File: config.mk
export PLATFORM = sky130hd
export DESIGN_NAME = cam_capture_ctrl_flat
export DESIGN_NICKNAME = d
export VERILOG_FILES = /design/src/rtl/cam_pkg.sv /design/src/rtl/cam_capture_ctrl_if.sv /design/src/rtl/cam_sync_sampler.sv /design/src/rtl/cam_capture_ctrl.sv /design/src/flat_wrapper.sv
export SDC_FILE = /design/constraint.sdc
export NUM_CORES = 1
export LEC_CHECK = 0
export CORE_UTILIZATION = 40
export CTS_BUF_LIST = sky130_fd_sc_hd__clkbuf_16
export DETAILED_ROUTE_END_ITERATION = 6
export PLACE_DENSITY = 0.62
export SLEW_MARGIN = 15
export SYNTH_ARGS = -nofsm -noshare
export SYNTH_HDL_FRONTEND = slang
export SYNTH_SLANG_ARGS = --single-unit
File: constraint.sdc
create_clock -name xclk -period 2.15 [get_ports xclk]
set_input_delay 0.645 -clock xclk [delete_from_list [all_inputs] [get_ports xclk]]
set_output_delay 0.645 -clock xclk [all_outputs]
set_load 0.03 [all_outputs]
File: src/rtl/cam_pkg.sv
// -----------------------------------------------------------------------------
// cam_pkg
// Shared definitions for the camera capture slice: controller state encoding,
// RGB565 pixel width and the frame geometry produced by the on-chip mock
// camera (used as the controller's default geometry).
// -----------------------------------------------------------------------------
package cam_pkg;

  // One RGB565 pixel is two camera bytes.
  localparam int unsigned PIX_W = 16;

  // Geometry of the on-chip mock source.
  localparam int unsigned MOCK_FRAME_WIDTH  = 8;
  localparam int unsigned MOCK_FRAME_HEIGHT = 4;

  typedef enum logic [1:0] {
    ST_IDLE     = 2'd0,
    ST_WAIT_SOF = 2'd1,
    ST_ACTIVE   = 2'd2,
    ST_ERROR    = 2'd3
  } cam_state_e;

endpackage

File: src/rtl/cam_capture_ctrl_if.sv
// -----------------------------------------------------------------------------
// cam_capture_ctrl_if
// Pixel stream from the capture controller to the AXI-Stream packer.
//   m_tdata  : pixel {first byte, second byte}
//   m_tvalid : pixel valid (held until accepted)
//   m_tready : downstream ready
//   m_tuser  : first pixel of a frame
//   m_tlast  : last pixel of a line
// master = capture controller, slave = downstream consumer.
// -----------------------------------------------------------------------------
interface cam_capture_ctrl_if;

  logic [cam_pkg::PIX_W-1:0] m_tdata;
  logic                      m_tvalid;
  logic                      m_tready;
  logic                      m_tuser;
  logic                      m_tlast;

  modport master (
    output m_tdata,
    output m_tvalid,
    output m_tuser,
    output m_tlast,
    input  m_tready
  );

  modport slave (
    input  m_tdata,
    input  m_tvalid,
    input  m_tuser,
    input  m_tlast,
    output m_tready
  );

endinterface

File: src/rtl/cam_sync_sampler.sv
// -----------------------------------------------------------------------------
// cam_sync_sampler
// Registers the camera pins once in the xclk domain, detects the pclk rising
// edge (a "sample event") and produces registered strobes aligned with the
// byte/HREF values captured at that event.
//   xclk, reset_n          : system clock, synchronous active-low reset
//   cam_pclk/vsync/href/data: raw camera signals (synchronous to xclk)
//   sample                 : one-cycle strobe, a pclk 0->1 was seen
//   href, data             : HREF and byte captured at that sample event
//   vsync_rise/vsync_fall  : VSYNC edge seen between consecutive sample events
//   href_fall              : HREF 1->0 seen between consecutive sample events
// -----------------------------------------------------------------------------
module cam_sync_sampler (
  input  logic       xclk,
  input  logic       reset_n,
  input  logic       cam_pclk,
  input  logic       cam_vsync,
  input  logic       cam_href,
  input  logic [7:0] cam_data,
  output logic       sample,
  output logic       href,
  output logic [7:0] data,
  output logic       vsync_rise,
  output logic       vsync_fall,
  output logic       href_fall
);

  logic       pclk_r;
  logic       pclk_d;
  logic       vsync_r;
  logic       href_r;
  logic [7:0] data_r;
  logic       vsync_last;
  logic       href_last;
  logic       ev;

  always_comb begin
    ev = pclk_r & ~pclk_d;
  end

  always_ff @(posedge xclk) begin
    if (!reset_n) begin
      pclk_r     <= 1'b0;
      pclk_d     <= 1'b0;
      vsync_r    <= 1'b0;
      href_r     <= 1'b0;
      data_r     <= '0;
      vsync_last <= 1'b0;
      href_last  <= 1'b0;
      sample     <= 1'b0;
      href       <= 1'b0;
      data       <= '0;
      vsync_rise <= 1'b0;
      vsync_fall <= 1'b0;
      href_fall  <= 1'b0;
    end else begin
      pclk_r  <= cam_pclk;
      vsync_r <= cam_vsync;
      href_r  <= cam_href;
      data_r  <= cam_data;
      pclk_d  <= pclk_r;

      sample     <= ev;
      href       <= href_r;
      data       <= data_r;
      vsync_rise <= ev &  vsync_r & ~vsync_last;
      vsync_fall <= ev & ~vsync_r &  vsync_last;
      href_fall  <= ev & ~href_r  &  href_last;

      // Edge history only advances on sample events, so edges are judged
      // in the camera's own timebase.
      if (ev) begin
        vsync_last <= vsync_r;
        href_last  <= href_r;
      end
    end
  end

endmodule

File: src/rtl/cam_capture_ctrl.sv
// -----------------------------------------------------------------------------
// cam_capture_ctrl
// Sequences one OV7670-compatible camera source: enables it, locks onto the
// VSYNC falling edge, pairs RGB565 bytes into 16-bit pixels, checks line and
// frame geometry and streams pixels over a single-register valid/ready output.
//   xclk, reset_n   : system clock, synchronous active-low reset
//   start, abort    : command pulses (start only in IDLE, abort from anywhere)
//   num_frames      : frames to capture, latched on start (0 means 1)
//   cam_*           : camera pins / mock source, cam_enable drives its enable
//   m_axis          : pixel stream (master modport)
//   busy, done      : state != IDLE, one-cycle completion pulse
//   frames_done     : frames completed in the current run
//   err_*           : sticky error flags, cleared by an accepted start
// -----------------------------------------------------------------------------
module cam_capture_ctrl
  import cam_pkg::*;
#(
  parameter int unsigned FRAME_WIDTH   = MOCK_FRAME_WIDTH,
  parameter int unsigned FRAME_HEIGHT  = MOCK_FRAME_HEIGHT,
  parameter int unsigned VSYNC_TIMEOUT = 65535,
  parameter int unsigned FCNT_W        = 8
) (
  input  logic              xclk,
  input  logic              reset_n,
  input  logic              start,
  input  logic              abort,
  input  logic [FCNT_W-1:0] num_frames,
  input  logic              cam_pclk,
  input  logic              cam_vsync,
  input  logic              cam_href,
  input  logic [7:0]        cam_data,
  output logic              cam_enable,
  cam_capture_ctrl_if.master m_axis,
  output logic              busy,
  output logic              done,
  output logic [FCNT_W-1:0] frames_done,
  output logic              err_line_len,
  output logic              err_line_cnt,
  output logic              err_overflow,
  output logic              err_timeout
);

  localparam int unsigned LINE_BYTES = 2 * FRAME_WIDTH;
  // Byte/line counters saturate one step above the legal value so that an
  // over-long line or frame is still distinguishable from a correct one.
  localparam int unsigned BCNT_W = $clog2(LINE_BYTES + 2);
  localparam int unsigned LCNT_W = $clog2(FRAME_HEIGHT + 2);
  localparam int unsigned TCNT_W = (VSYNC_TIMEOUT > 1) ? $clog2(VSYNC_TIMEOUT) : 1;

  localparam logic [BCNT_W-1:0] LINE_BYTES_C = BCNT_W'(LINE_BYTES);
  localparam logic [BCNT_W-1:0] LAST_ODD_C   = BCNT_W'(LINE_BYTES - 1);
  localparam logic [BCNT_W-1:0] FIRST_ODD_C  = BCNT_W'(1);
  localparam logic [LCNT_W-1:0] LINES_C      = LCNT_W'(FRAME_HEIGHT);
  localparam logic [TCNT_W-1:0] TMO_LAST_C   = TCNT_W'(VSYNC_TIMEOUT - 1);

  cam_state_e        state;
  cam_state_e        state_n;

  logic              s_sample;
  logic              s_href;
  logic [7:0]        s_data;
  logic              s_vsync_rise;
  logic              s_vsync_fall;
  logic              s_href_fall;

  logic [BCNT_W-1:0] byte_cnt;
  logic [LCNT_W-1:0] line_cnt;
  logic [TCNT_W-1:0] tmo_cnt;
  logic [7:0]        byte_hi;
  logic [FCNT_W-1:0] frames_tgt;
  logic [FCNT_W-1:0] frames_inc;

  logic              accept_start;
  logic              enter_active;
  logic              timeout_hit;
  logic              frame_end;
  logic              run_done;
  logic              pix_ok;
  logic              pix_load;
  logic              pix_drop;
  logic              xfer;

  cam_sync_sampler u_sampler (
    .xclk       (xclk),
    .reset_n    (reset_n),
    .cam_pclk   (cam_pclk),
    .cam_vsync  (cam_vsync),
    .cam_href   (cam_href),
    .cam_data   (cam_data),
    .sample     (s_sample),
    .href       (s_href),
    .data       (s_data),
    .vsync_rise (s_vsync_rise),
    .vsync_fall (s_vsync_fall),
    .href_fall  (s_href_fall)
  );

  // ---------------------------------------------------------------------------
  // FSM state register
  // ---------------------------------------------------------------------------
  always_ff @(posedge xclk) begin
    if (!reset_n) begin
      state <= ST_IDLE;
    end else begin
      state <= state_n;
    end
  end

  // ---------------------------------------------------------------------------
  // FSM next state and control strobes
  // ---------------------------------------------------------------------------
  always_comb begin
    state_n      = state;
    accept_start = 1'b0;
    enter_active = 1'b0;
    timeout_hit  = 1'b0;
    frame_end    = 1'b0;
    run_done     = 1'b0;
    frames_inc   = frames_done + 1'b1;

    if (abort) begin
      state_n = ST_IDLE;
    end else begin
      case (state)
        ST_IDLE: begin
          if (start) begin
            accept_start = 1'b1;
            state_n      = ST_WAIT_SOF;
          end
        end
        ST_WAIT_SOF: begin
          // A rising edge here just means a frame is already under way;
          // only its falling edge marks a clean start of frame.
          if (s_vsync_fall) begin
            enter_active = 1'b1;
            state_n      = ST_ACTIVE;
          end else if (tmo_cnt == TMO_LAST_C) begin
            timeout_hit = 1'b1;
            state_n     = ST_ERROR;
          end
        end
        ST_ACTIVE: begin
          if (s_vsync_rise) begin
            frame_end = 1'b1;
            if (frames_inc == frames_tgt) begin
              run_done = 1'b1;
              state_n  = ST_IDLE;
            end else begin
              state_n  = ST_WAIT_SOF;
            end
          end
        end
        ST_ERROR: begin
          state_n = ST_ERROR;
        end
        default: begin
          state_n = ST_IDLE;
        end
      endcase
    end
  end

  // ---------------------------------------------------------------------------
  // Pixel completion and output-register handshake
  // ---------------------------------------------------------------------------
  always_comb begin
    xfer     = m_axis.m_tvalid & m_axis.m_tready;
    pix_ok   = (state == ST_ACTIVE) && !abort && s_sample && s_href &&
               byte_cnt[0] && (byte_cnt < LINE_BYTES_C);
    // A transfer in the same cycle frees the register, so no drop then.
    pix_load = pix_ok && (!m_axis.m_tvalid || m_axis.m_tready);
    pix_drop = pix_ok && m_axis.m_tvalid && !m_axis.m_tready;
    busy     = (state != ST_IDLE);
  end

  // ---------------------------------------------------------------------------
  // Datapath, counters and status
  // ---------------------------------------------------------------------------
  always_ff @(posedge xclk) begin
    if (!reset_n) begin
      cam_enable      <= 1'b0;
      done            <= 1'b0;
      frames_done     <= '0;
      frames_tgt      <= '0;
      err_line_len    <= 1'b0;
      err_line_cnt    <= 1'b0;
      err_overflow    <= 1'b0;
      err_timeout     <= 1'b0;
      byte_cnt        <= '0;
      line_cnt        <= '0;
      tmo_cnt         <= '0;
      byte_hi         <= '0;
      m_axis.m_tdata  <= '0;
      m_axis.m_tvalid <= 1'b0;
      m_axis.m_tuser  <= 1'b0;
      m_axis.m_tlast  <= 1'b0;
    end else begin
      done <= 1'b0;

      if (abort) begin
        cam_enable      <= 1'b0;
        m_axis.m_tvalid <= 1'b0;
      end else begin
        if (accept_start) begin
          err_line_len <= 1'b0;
          err_line_cnt <= 1'b0;
          err_overflow <= 1'b0;
          err_timeout  <= 1'b0;
          frames_done  <= '0;
          frames_tgt   <= (num_frames == '0) ? FCNT_W'(1) : num_frames;
          cam_enable   <= 1'b1;
          tmo_cnt      <= '0;
        end

        if (state == ST_WAIT_SOF) begin
          tmo_cnt <= tmo_cnt + 1'b1;
        end

        if (timeout_hit) begin
          err_timeout <= 1'b1;
          cam_enable  <= 1'b0;
        end

        if (enter_active) begin
          byte_cnt <= '0;
          line_cnt <= '0;
        end

        if ((state == ST_ACTIVE) && s_sample) begin
          if (s_href) begin
            if (!byte_cnt[0]) begin
              byte_hi <= s_data;
            end
            if (byte_cnt != '1) begin
              byte_cnt <= byte_cnt + 1'b1;
            end
          end else if (s_href_fall) begin
            if (byte_cnt != LINE_BYTES_C) begin
              err_line_len <= 1'b1;
            end
            if (line_cnt != '1) begin
              line_cnt <= line_cnt + 1'b1;
            end
            byte_cnt <= '0;
          end
        end

        if (frame_end) begin
          if (line_cnt != LINES_C) begin
            err_line_cnt <= 1'b1;
          end
          frames_done <= frames_inc;
          tmo_cnt     <= '0;
          if (run_done) begin
            done       <= 1'b1;
            cam_enable <= 1'b0;
          end
        end

        if (pix_drop) begin
          err_overflow <= 1'b1;
        end

        if (pix_load) begin
          m_axis.m_tvalid <= 1'b1;
          m_axis.m_tdata  <= {byte_hi, s_data};
          m_axis.m_tuser  <= (line_cnt == '0) && (byte_cnt == FIRST_ODD_C);
          m_axis.m_tlast  <= (byte_cnt == LAST_ODD_C);
        end else if (xfer) begin
          m_axis.m_tvalid <= 1'b0;
        end
      end
    end
  end

endmodule

File: src/flat_wrapper.sv
// flat-port wrapper written by rule: the top's interface ports become plain ports
module cam_capture_ctrl_flat import cam_pkg::*;
#(
  parameter int unsigned FRAME_WIDTH   = MOCK_FRAME_WIDTH,
  parameter int unsigned FRAME_HEIGHT  = MOCK_FRAME_HEIGHT,
  parameter int unsigned VSYNC_TIMEOUT = 65535,
  parameter int unsigned FCNT_W        = 8
)
  (xclk, reset_n, start, abort, num_frames, cam_pclk, cam_vsync, cam_href, cam_data, cam_enable, busy, done, frames_done, err_line_len, err_line_cnt, err_overflow, err_timeout, m_axis_m_tdata, m_axis_m_tvalid, m_axis_m_tuser, m_axis_m_tlast, m_axis_m_tready);
  cam_capture_ctrl_if m_axis_i ();
  input  logic xclk;
  input  logic reset_n;
  input  logic start;
  input  logic abort;
  input  logic [FCNT_W-1:0] num_frames;
  input  logic cam_pclk;
  input  logic cam_vsync;
  input  logic cam_href;
  input  logic [7:0] cam_data;
  output logic cam_enable;
  output logic busy;
  output logic done;
  output logic [FCNT_W-1:0] frames_done;
  output logic err_line_len;
  output logic err_line_cnt;
  output logic err_overflow;
  output logic err_timeout;
  output wire logic [$bits(m_axis_i.m_tdata)-1:0] m_axis_m_tdata;
  output wire logic [$bits(m_axis_i.m_tvalid)-1:0] m_axis_m_tvalid;
  output wire logic [$bits(m_axis_i.m_tuser)-1:0] m_axis_m_tuser;
  output wire logic [$bits(m_axis_i.m_tlast)-1:0] m_axis_m_tlast;
  input wire logic [$bits(m_axis_i.m_tready)-1:0] m_axis_m_tready;
  assign m_axis_m_tdata = m_axis_i.m_tdata;
  assign m_axis_m_tvalid = m_axis_i.m_tvalid;
  assign m_axis_m_tuser = m_axis_i.m_tuser;
  assign m_axis_m_tlast = m_axis_i.m_tlast;
  assign m_axis_i.m_tready = m_axis_m_tready;
  cam_capture_ctrl #(.FRAME_WIDTH(FRAME_WIDTH), .FRAME_HEIGHT(FRAME_HEIGHT), .VSYNC_TIMEOUT(VSYNC_TIMEOUT), .FCNT_W(FCNT_W)) u_core (.xclk(xclk), .reset_n(reset_n), .start(start), .abort(abort), .num_frames(num_frames), .cam_pclk(cam_pclk), .cam_vsync(cam_vsync), .cam_href(cam_href), .cam_data(cam_data), .cam_enable(cam_enable), .m_axis(m_axis_i), .busy(busy), .done(done), .frames_done(frames_done), .err_line_len(err_line_len), .err_line_cnt(err_line_cnt), .err_overflow(err_overflow), .err_timeout(err_timeout));
endmodule
* Word-level counts from Yosys, hierarchy flattened
Cells that the tools add are included.
W data, S select, Z words.
** Operators by class
- $add $sub $neg :: 4
- Magnitude comparators :: 1
- Eq/ne operators :: 14
- Multiplexer cells :: 57
- Bitwise gates (word level) :: 16
- Reductions and logical operators :: 33
** Operators by type and width (count)
- $mux W16 :: 3
- $mux W1 :: 36
- $mux W5 :: 5
- $mux W8 :: 3
- $add A16 B1 Y16 const B :: 1
- $eq A16 B16 Y1 const B :: 1
- $mux W3 :: 5
- $reduce_and A2 Y1 :: 6
- $logic_and A1 B1 Y1 :: 10
- $ne A5 B5 Y1 const B :: 2
- $reduce_bool A2 Y1 :: 5
- $add A8 B1 Y8 const B :: 1
- $and A1 B1 Y1 :: 8
- $eq A8 B8 Y1 :: 1
- $logic_not A8 Y1 :: 1
- $mux W2 :: 4
- $not A1 Y1 :: 8
- $pmux W2 S4 :: 1
- $ne A3 B3 Y1 const B :: 2
- $add A5 B1 Y5 const B :: 1
- $eq A5 B1 Y1 const B :: 1
- $eq A5 B4 Y1 const B :: 1
- $lt A5 B5 Y1 const B :: 1
- $eq A2 B2 Y1 const B :: 2
- other kinds (13) :: 16
** Storage, ports and cells
- Register bits after elaboration :: 102
- Bits of input ports :: 24
- Output and inout port bits :: 34
- Logic and storage cells :: 155

* Logic depth before layout (Yosys ltp)
Gate-level depths: netlist of the first run.
- Word-level depth :: 10
- Depth in mapped cells :: 8
- Mapped depth without buffers :: 7

* Cells and area by module
From an unflattened synthesis of the first run, not the netlist that was laid out.
** Unflattened totals
- Cell total of the unflattened synthesis :: 484
- Area total of the unflattened synthesis :: 4486.8 um^2
** By module, submodules not included
- cam_capture_ctrl :: instances 1, cells an instance 422, area each 3712.3 um^2, seq. area each 1501.4 um^2
- cam_sync_sampler :: instances 1, cells an instance 62, area each 774.5 um^2, seq. area each 540.5 um^2

* Least setup slack after synthesis of the first run
No wires, ideal clock.
- Path type :: register to register
- Start point :: reg u_core.frames_done[1]
- End point :: reg u_core.state[0]
- Library setup time :: 0.103 ns
- Arrival :: 1.842 ns
- Data required time :: 2.047 ns
- Setup slack :: 0.204 ns
- Stages on the path, launching flop included :: 8
- Path buffers :: 1
- Period minus slack after synthesis :: 1.946 ns
- Cells stage by stage :: dfxtp_1 -> ha_1 -> buf_2 -> and3_1 -> nand3_1 -> mux2i_1 -> and4bb_1 -> a2111oi_2
** On the way
- Cells in the longest elaborated chain, start to end :: 5
** Ends and longest elaborated chain
- from (decl) :: line cam_capture_ctrl.sv:36 : output logic [FCNT_W-1:0] frames_done,
- from (signal assigned) :: line cam_capture_ctrl.sv:252 : frames_done <= frames_inc;
- $add A8 B1 Y8 :: line cam_capture_ctrl.sv:119 : frames_inc = frames_done + 1'b1;
- $eq A8 B8 Y1 :: line cam_capture_ctrl.sv:145 : if (frames_inc == frames_tgt) begin
- $mux W1 :: line cam_capture_ctrl.sv:145
- $mux W2 :: line cam_capture_ctrl.sv:143 : if (s_vsync_rise) begin
- $pmux W2 S4 :: line cam_capture_ctrl.sv:124 : case (state)
- to (signal assigned) :: line cam_capture_ctrl.sv:105 : state <= state_n;
- to (decl) :: line cam_capture_ctrl.sv:56 : cam_state_e state;
Every way passes these cells. The select of a mux whose other input is x is not followed.
A chain may end at the register's enable or synchronous reset.

* Worst setup path in the final report of the first run
- Start point :: reg u_core.frames_done[7]
- End point :: out frames_done[7]
** RTL lines
- to (decl) :: line flat_wrapper.sv:23 : output logic [FCNT_W-1:0] frames_done;
No word-level cell between the ends.

==> results of run 1 <==
-- placed cells by master (no fill, tap or decap), types with 3 or more instances in the layout --
master           Yosys  layout
nor2_1              30      30
inv_1               12      14
a21boi_0            10      10
ha_1                11      11
and2_1              24      24
clkbuf_16            0       9
nor3b_1              4       4
clkdlybuf4s50_1      0      51
nand4_1              9       9
nor3_1               8       8
a21boi_1             4       4
nand2_1             37      37
nand3_1             16      16
o21ai_0              9       9
mux2i_1             30      30
nand2b_1             5       5
a21oi_1             22      22
a31oi_1              3       3
buf_4                2      30
dfxtp_1            102     102
nor4_1               5       4
nor2b_1             43      43
a21o_1               6       6
xor2_1               5       5
xnor2_1             13      13
and3_1              10      10
-- synthesized netlist by cell type (2+ instances only) --
library cell    n  area share
mux2i_1        30       0.067
nor3b_1         4      0.0067
nand2b_1        5      0.0069
ha_1           11       0.030
nand3b_1        2      0.0033
and3_1         10       0.014
a21oi_2         2      0.0039
nand4_1         9       0.012
buf_2           7      0.0078
buf_4           2      0.0033
a21boi_1        4      0.0067
a31oi_1         3      0.0042
nand3_1        16       0.018
or3_1           2      0.0028
o21a_1          2      0.0033
a21oi_1        22       0.024
a21o_1          6       0.010
xor2_1          5      0.0097
and4_1          2      0.0039
and2_1         24       0.033
inv_1          12       0.010
nor2b_1        43       0.060
and4bb_1        2      0.0055
dfxtp_1       102        0.45
nor2_1         30       0.025
buf_6           2      0.0050
o21ai_0         9       0.010
o2111ai_1       2      0.0039
xnor2_1        13       0.025
nor4_1          5      0.0069
nor3_1          8      0.0089
clkbuf_1        9      0.0075
a21boi_0       10       0.017
nand2_1        37       0.031
o211ai_1        2      0.0033
-- metrics by stage --
step	power (uW)	setup TNS [ns]	area, sq um	util
2_1_floorplan	2090	0	4510	-
3_3_place_gp	2190	-7.00	5390	0.493
3_5_place_dp	2190	-8.38	5390	0.493
4_1_cts	3700	0	5660	0.518
5_1_grt	3810	0	5680	0.520
6_report	3660	0	5680	0.520
-- flip-flops by register name, indices dropped and copies added (netlist names), 3 cells and up --
signal and count:
u_core.byte_hi 8, u_core.line_cnt 3, u_core.frames_tgt 8, u_core.frames_done 8, u_core.tmo_cnt 16, u_core.m_axis.m_tdata 16, u_core.byte_cnt 5, u_core.u_sampler.data_r 8
u_core.u_sampler.data 8
-- repair_timing --
action | CTS | global route
setup endpoints to repair | 2 | 3
pin swaps | 0 | 1
resized for setup | 2 | 3
buffers inserted | 0 | 1
endpoints found under the hold margin | 0 | 0
-- worst paths after layout --
path,startpoint,slack (ns),endpoint
setup / recovery,u_core.frames_done[7],0.05,frames_done[7]
hold / removal,u_core.u_sampler.data_r[7],0.43,u_core.u_sampler.data[7]
setup reg to reg,u_core.state[1],0.27,u_core.byte_cnt[3]
hold reg to reg,u_core.u_sampler.data_r[7],0.43,u_core.u_sampler.data[7]
-- cells by family after synthesis --
| family | Yosys count | share of synthesized area |
|---|---|---|
| simple gates | 212 | 0.266 |
| flops | 102 | 0.452 |
| compound gates | 73 | 0.113 |
| buf+inv | 33 | 0.0344 |
| mux | 31 | 0.0690 |
| xor+xnor | 18 | 0.0349 |
| fa+ha+maj | 11 | 0.0305 |
-- report_power, final --
group	leakage [uW]	internal [uW]	switching [uW]	total, uW
registers	0.000828	1920	21.0	1940
logic	0.00138	110	95.4	205
clock network	0.000135	787	723	1510
total	0.00235	2820	839	3660
-- cell type report --
class / instances / area share
Timing Repair Buffer: 88 / 0.145
Sequential cell: 102 / 0.359
Clock buffer: 9 / 0.0396
Clock inverter: 7 / 0.00859
Tap cell: 140 / 0.0308
Inverter: 12 / 0.00793
Multi-Input combinational cell: 345 / 0.409
-- routing by layer --
| metal | GRT usage | share of wire |
|---|---|---|
| met1 | 0.230 | 0.47 |
| met2 | 0.286 | 0.46 |
| met3 | 0.0404 | 0.044 |
| met4 | 0.0851 | 0.020 |
| met5 | 0 | 0 |
==> impl_metrics.tcl, run 1 <==
set metrics [dict create \
    syn-num-nets 515 \
    grt_pass1_wl_um 16200 \
    synth_edf_count 0 \
    drtIter0Drc 117 \
    clk_path_buf_depth 2 \
    final_cells 703 \
    async_flop_share 0 \
    antenna_left 0 \
    ys_seq_area_frac 0.452 \
    crit_buf_inv 1 \
    cp_max_fo 4 \
    routed_via_density 5.02 \
    cts_num_sinks 102 \
    cts_tree "done" \
    fmax_ghz 0.475 \
    synthFlopType "dfxtp_1" \
    path_cells "clkdlybuf4s50_1" \
    period_needed_ns 2.10 \
    slew_headroom 0.645 \
    vias 3526 \
    tightest_slew_ns 0.532 \
    area_delta_synth_final_pct 25.9 \
    path_delay_family "buffers and inverters" \
    start_util 0.413 \
    worstSkewPairLatency_ns 0.35 \
    core_sq_um 10900 \
    cp-end-kind "primary output" \
    grt_max_degree 22 \
    fp.dieH_um 108 \
    ys_seq_elements 102 \
    regArea_sq_um 2040 \
    drive_above_1_share 0.105 \
    slowest_delay_ns 0.71 \
    num-nets-final 593 \
    hold_path.class "reg -> reg" \
    finalSetupViolCount 0 \
    io_buffers 57 \
    holdWs_ns 0.434 \
    cp.depth 1 \
    antenna_found_initial 0 \
    gp_congestion 0.817 \
    startpoint_type "flip-flop" \
    hold_depth 1 \
    numCtsBuffers 9 \
    multi_input_area_sq_um 2320 \
    setup_ws_ns 0.0461 \
    cts.hold.buffers_added 0 \
    pin_count 58 \
    htree_levels 3 \
    die_w_um 108 \
    finalWirelength_um 9740 \
    cts-root-buf "clkbuf_16" \
    outcome "complete, no violations" \
    finClkSkew_ns 0.0115 \
    postSynthAreaPerCell_sq_um 9.40 \
    rsz0062_at_grt "false" \
    num-fill-cells 1040 \
    pre_cts_slack_ns -0.259 \
    grt_pass1_vias 3401 \
    first_pass_iters 4 \
    diodes 0 \
    die_area_sq_um 11700 \
    maxSlewViolCount 0 \
    power.leakage_uw 0.00235 \
    cp.required_ns 1.50 \
    peakVddDrop_mv 0.311 \
    netlist_instances 480 \
    drv_cap 0 \
    rows 38 \
    ys_types 61 \
    cp_slowest_cell "clkdlybuf4s50_1" \
    grt_overflow_total 0 \
    crit_type "reg -> out" \
    track_usage 0.180 \
    place_inst 686 \
    power_density_nw_per_um2 643 \
    clkSlewWorstSetupHoldPaths_ns 0.07 \
    drc 0 \
    worstRegToRegCells 5 \
    yosysWarningCount 0 \
    hold_viol 0 \
    min_period_over_period 0.979 \
    crit_arrival_ns 1.46 \
    place.detailed.hpwl_um 7000 \
    routedWlPerCell_um 13.9 \
    synth_area_sq_um 4510 \
]
(Power assumes the default switching activity.)
==> run 2, diff against run 1 <==
CTS_BUF_LIST = not set   (was sky130_fd_sc_hd__clkbuf_16)
==> run 2 against run 1 <==
Against the previous run:
- wire length barely moved
- combinational power about the same
- global-route usage is the same
- highest routed layer unchanged
- critical path depth unchanged
- non-clock buffer count did not move
- utilization stayed put
- clock skew hardly changed
- sequential power is essentially flat
==> impl_metrics.tcl, run 2 (same netlist as run 1, synthesis figures left out) <==
set metrics [dict create \
    outcome "complete, no violations" \
    rows 38 \
    slew_headroom 0.645 \
    crit_arrival_ns 1.46 \
    period_needed_ns 2.10 \
    r2r_slack_ns 0.27 \
    cts-root-buf "clkbuf_16" \
    track_usage 0.180 \
    hold_viol 0 \
    grt_pass1_wl_um 16200 \
    drc 0 \
    slowest_delay_ns 0.71 \
    clk_path_buf_depth 2 \
    setup_ws_ns 0.0461 \
    path_delay_family "buffers and inverters" \
    fp.dieH_um 108 \
    antenna_found_initial 0 \
    met1_usage 0.230 \
    io_buffers 57 \
    place.detailed.hpwl_um 7000 \
    die_area_sq_um 11700 \
    routedWlPerCell_um 13.9 \
    startpoint_type "flip-flop" \
    htree_levels 3 \
    area_delta_synth_final_pct 25.9 \
    clkSlewWorstSetupHoldPaths_ns 0.07 \
    power_density_nw_per_um2 645 \
    path_cells "clkdlybuf4s50_1" \
    cp.required_ns 1.50 \
    sequentialPowerShare 0.530 \
    grt_overflow_total 0 \
    pre_cts_slack_ns -0.259 \
    worstHoldEndpoint "u_core.u_sampler.data[7]" \
    grt.busiest_layer "met2" \
    fmax_ghz 0.475 \
    cp_max_fo 4 \
    rsz0062_at_grt "false" \
    drv_cap 0 \
    cts_num_sinks 102 \
    grt_use_met2 0.286 \
    r2r-end "u_core.byte_cnt[3]" \
    worstSkewPairLatency_ns 0.35 \
    crit_start "u_core.frames_done[7]" \
    drive_above_1_share 0.105 \
    crit_type "reg -> out" \
    finalWirelength_um 9740 \
    tightest_slew_ns 0.532 \
    switching_share 0.229 \
    pin_count 58 \
    min_period_over_period 0.979 \
    power.leakage_uw 0.00234 \
    p_clk_frac 0.414 \
    numCtsBuffers 9 \
    vias 3526 \
    crit_buf_inv 1 \
    final_common_cell "dfxtp_1" \
    layout_common_cells "dfxtp_1, clkdlybuf4s50_1, nor2b_1, nand2_1" \
    hold_depth 1 \
    grt_pass1_vias 3401 \
    hold_path.class "reg -> reg" \
    reg_top3 "u_core.m_axis.m_tdata x16, u_core.tmo_cnt x16" \
    cts_tree "done" \
    grt_max_degree 22 \
    peakVddDrop_mv 0.311 \
    worst_r2r_startpoint "u_core.state[1]" \
    cp-end-kind "primary output" \
    antenna_left 0 \
    die_w_um 108 \
    finClkSkew_ns 0.0115 \
    finalSetupViolCount 0 \
    drtIter0Drc 117 \
    cp_slowest_cell "clkdlybuf4s50_1" \
    gp_congestion 0.817 \
    core_sq_um 10900 \
    internal_power_uw 2830 \
    p_comb_frac 0.056 \
    min_from "u_core.u_sampler.data_r[7]" \
    worstRegToRegCells 5 \
    power_switching_uw 838 \
    first_pass_iters 4 \
    num-nets-final 593 \
    diodes 0 \
    num-fill-cells 1040 \
    routed_via_density 5.02 \
    fin_util 0.520 \
    use_met3 0.0404 \
    maxSlewViolCount 0 \
    start_util 0.413 \
]
## run 2: changes by cell type in the layout (fill, tap and decap cells not counted)
cell | before | now
clkbuf_1 | 0 | 2
inv_1 | 14 | 12
## run 2: metal layers
layer	vias up	part of all wire
met5	-	0
met4	0	0.020
met3	16	0.044
met2	70	0.46
met1	1634	0.47
li1	1806	-
## run 2: layout make-up
cell class                      count  area (sq um)  share of cell area
Multi-Input combinational cell    345          2320               0.409
Sequential cell                   102          2040               0.359
Timing Repair Buffer               88           823               0.145
Clock buffer                       11           233              0.0410
Tap cell                          140           175              0.0308
Inverter                           12          45.0             0.00793
Clock inverter                      5          41.3             0.00727
## run 2: worst max-delay path by stage
stage                         end  slack (ns)  depth (start not counted)
3_3_place_gp   u_core.tmo_cnt[12]       -0.22                          7
5_1_grt            frames_done[7]        0.02                          1
4_1_cts            frames_done[5]       0.007                          1
2_1_floorplan     u_core.state[0]        0.20                          7
6_report           frames_done[7]        0.05                          1
3_5_place_dp   u_core.tmo_cnt[12]       -0.26                          7
## run 2: timing repair
item	in CTS	in global routing
setup buffers	0	1
setup endpoints to repair	2	3
pin swaps	0	1
resized for setup	2	3
hold buffers	0	0
## run 2: power by group through the flow
stage | clock network [uW] | registers [uW] | logic, uW
2_1_floorplan | 0 | 1980 | 117
3_3_place_gp | 0 | 1980 | 203
3_5_place_dp | 0 | 1980 | 205
4_1_cts | 1560 | 1940 | 206
5_1_grt | 1650 | 1940 | 225
6_report | 1520 | 1940 | 205
## run 2: through the flow
| step | TNS (ns) | hold slack (ns) | power, uW | instance area [sq um] | instances |
|---|---|---|---|---|---|
| floorplan | 0 | 0.410 | 2090 | 4510 | 480 |
| global placement | -7.00 | 0.415 | 2190 | 5390 | 686 |
| detailed placement | -8.38 | 0.423 | 2190 | 5390 | 686 |
| CTS | 0 | 0.439 | 3710 | 5660 | 702 |
| global route | 0 | 0.455 | 3820 | 5680 | 703 |
| finish | 0 | 0.434 | 3660 | 5680 | 703 |
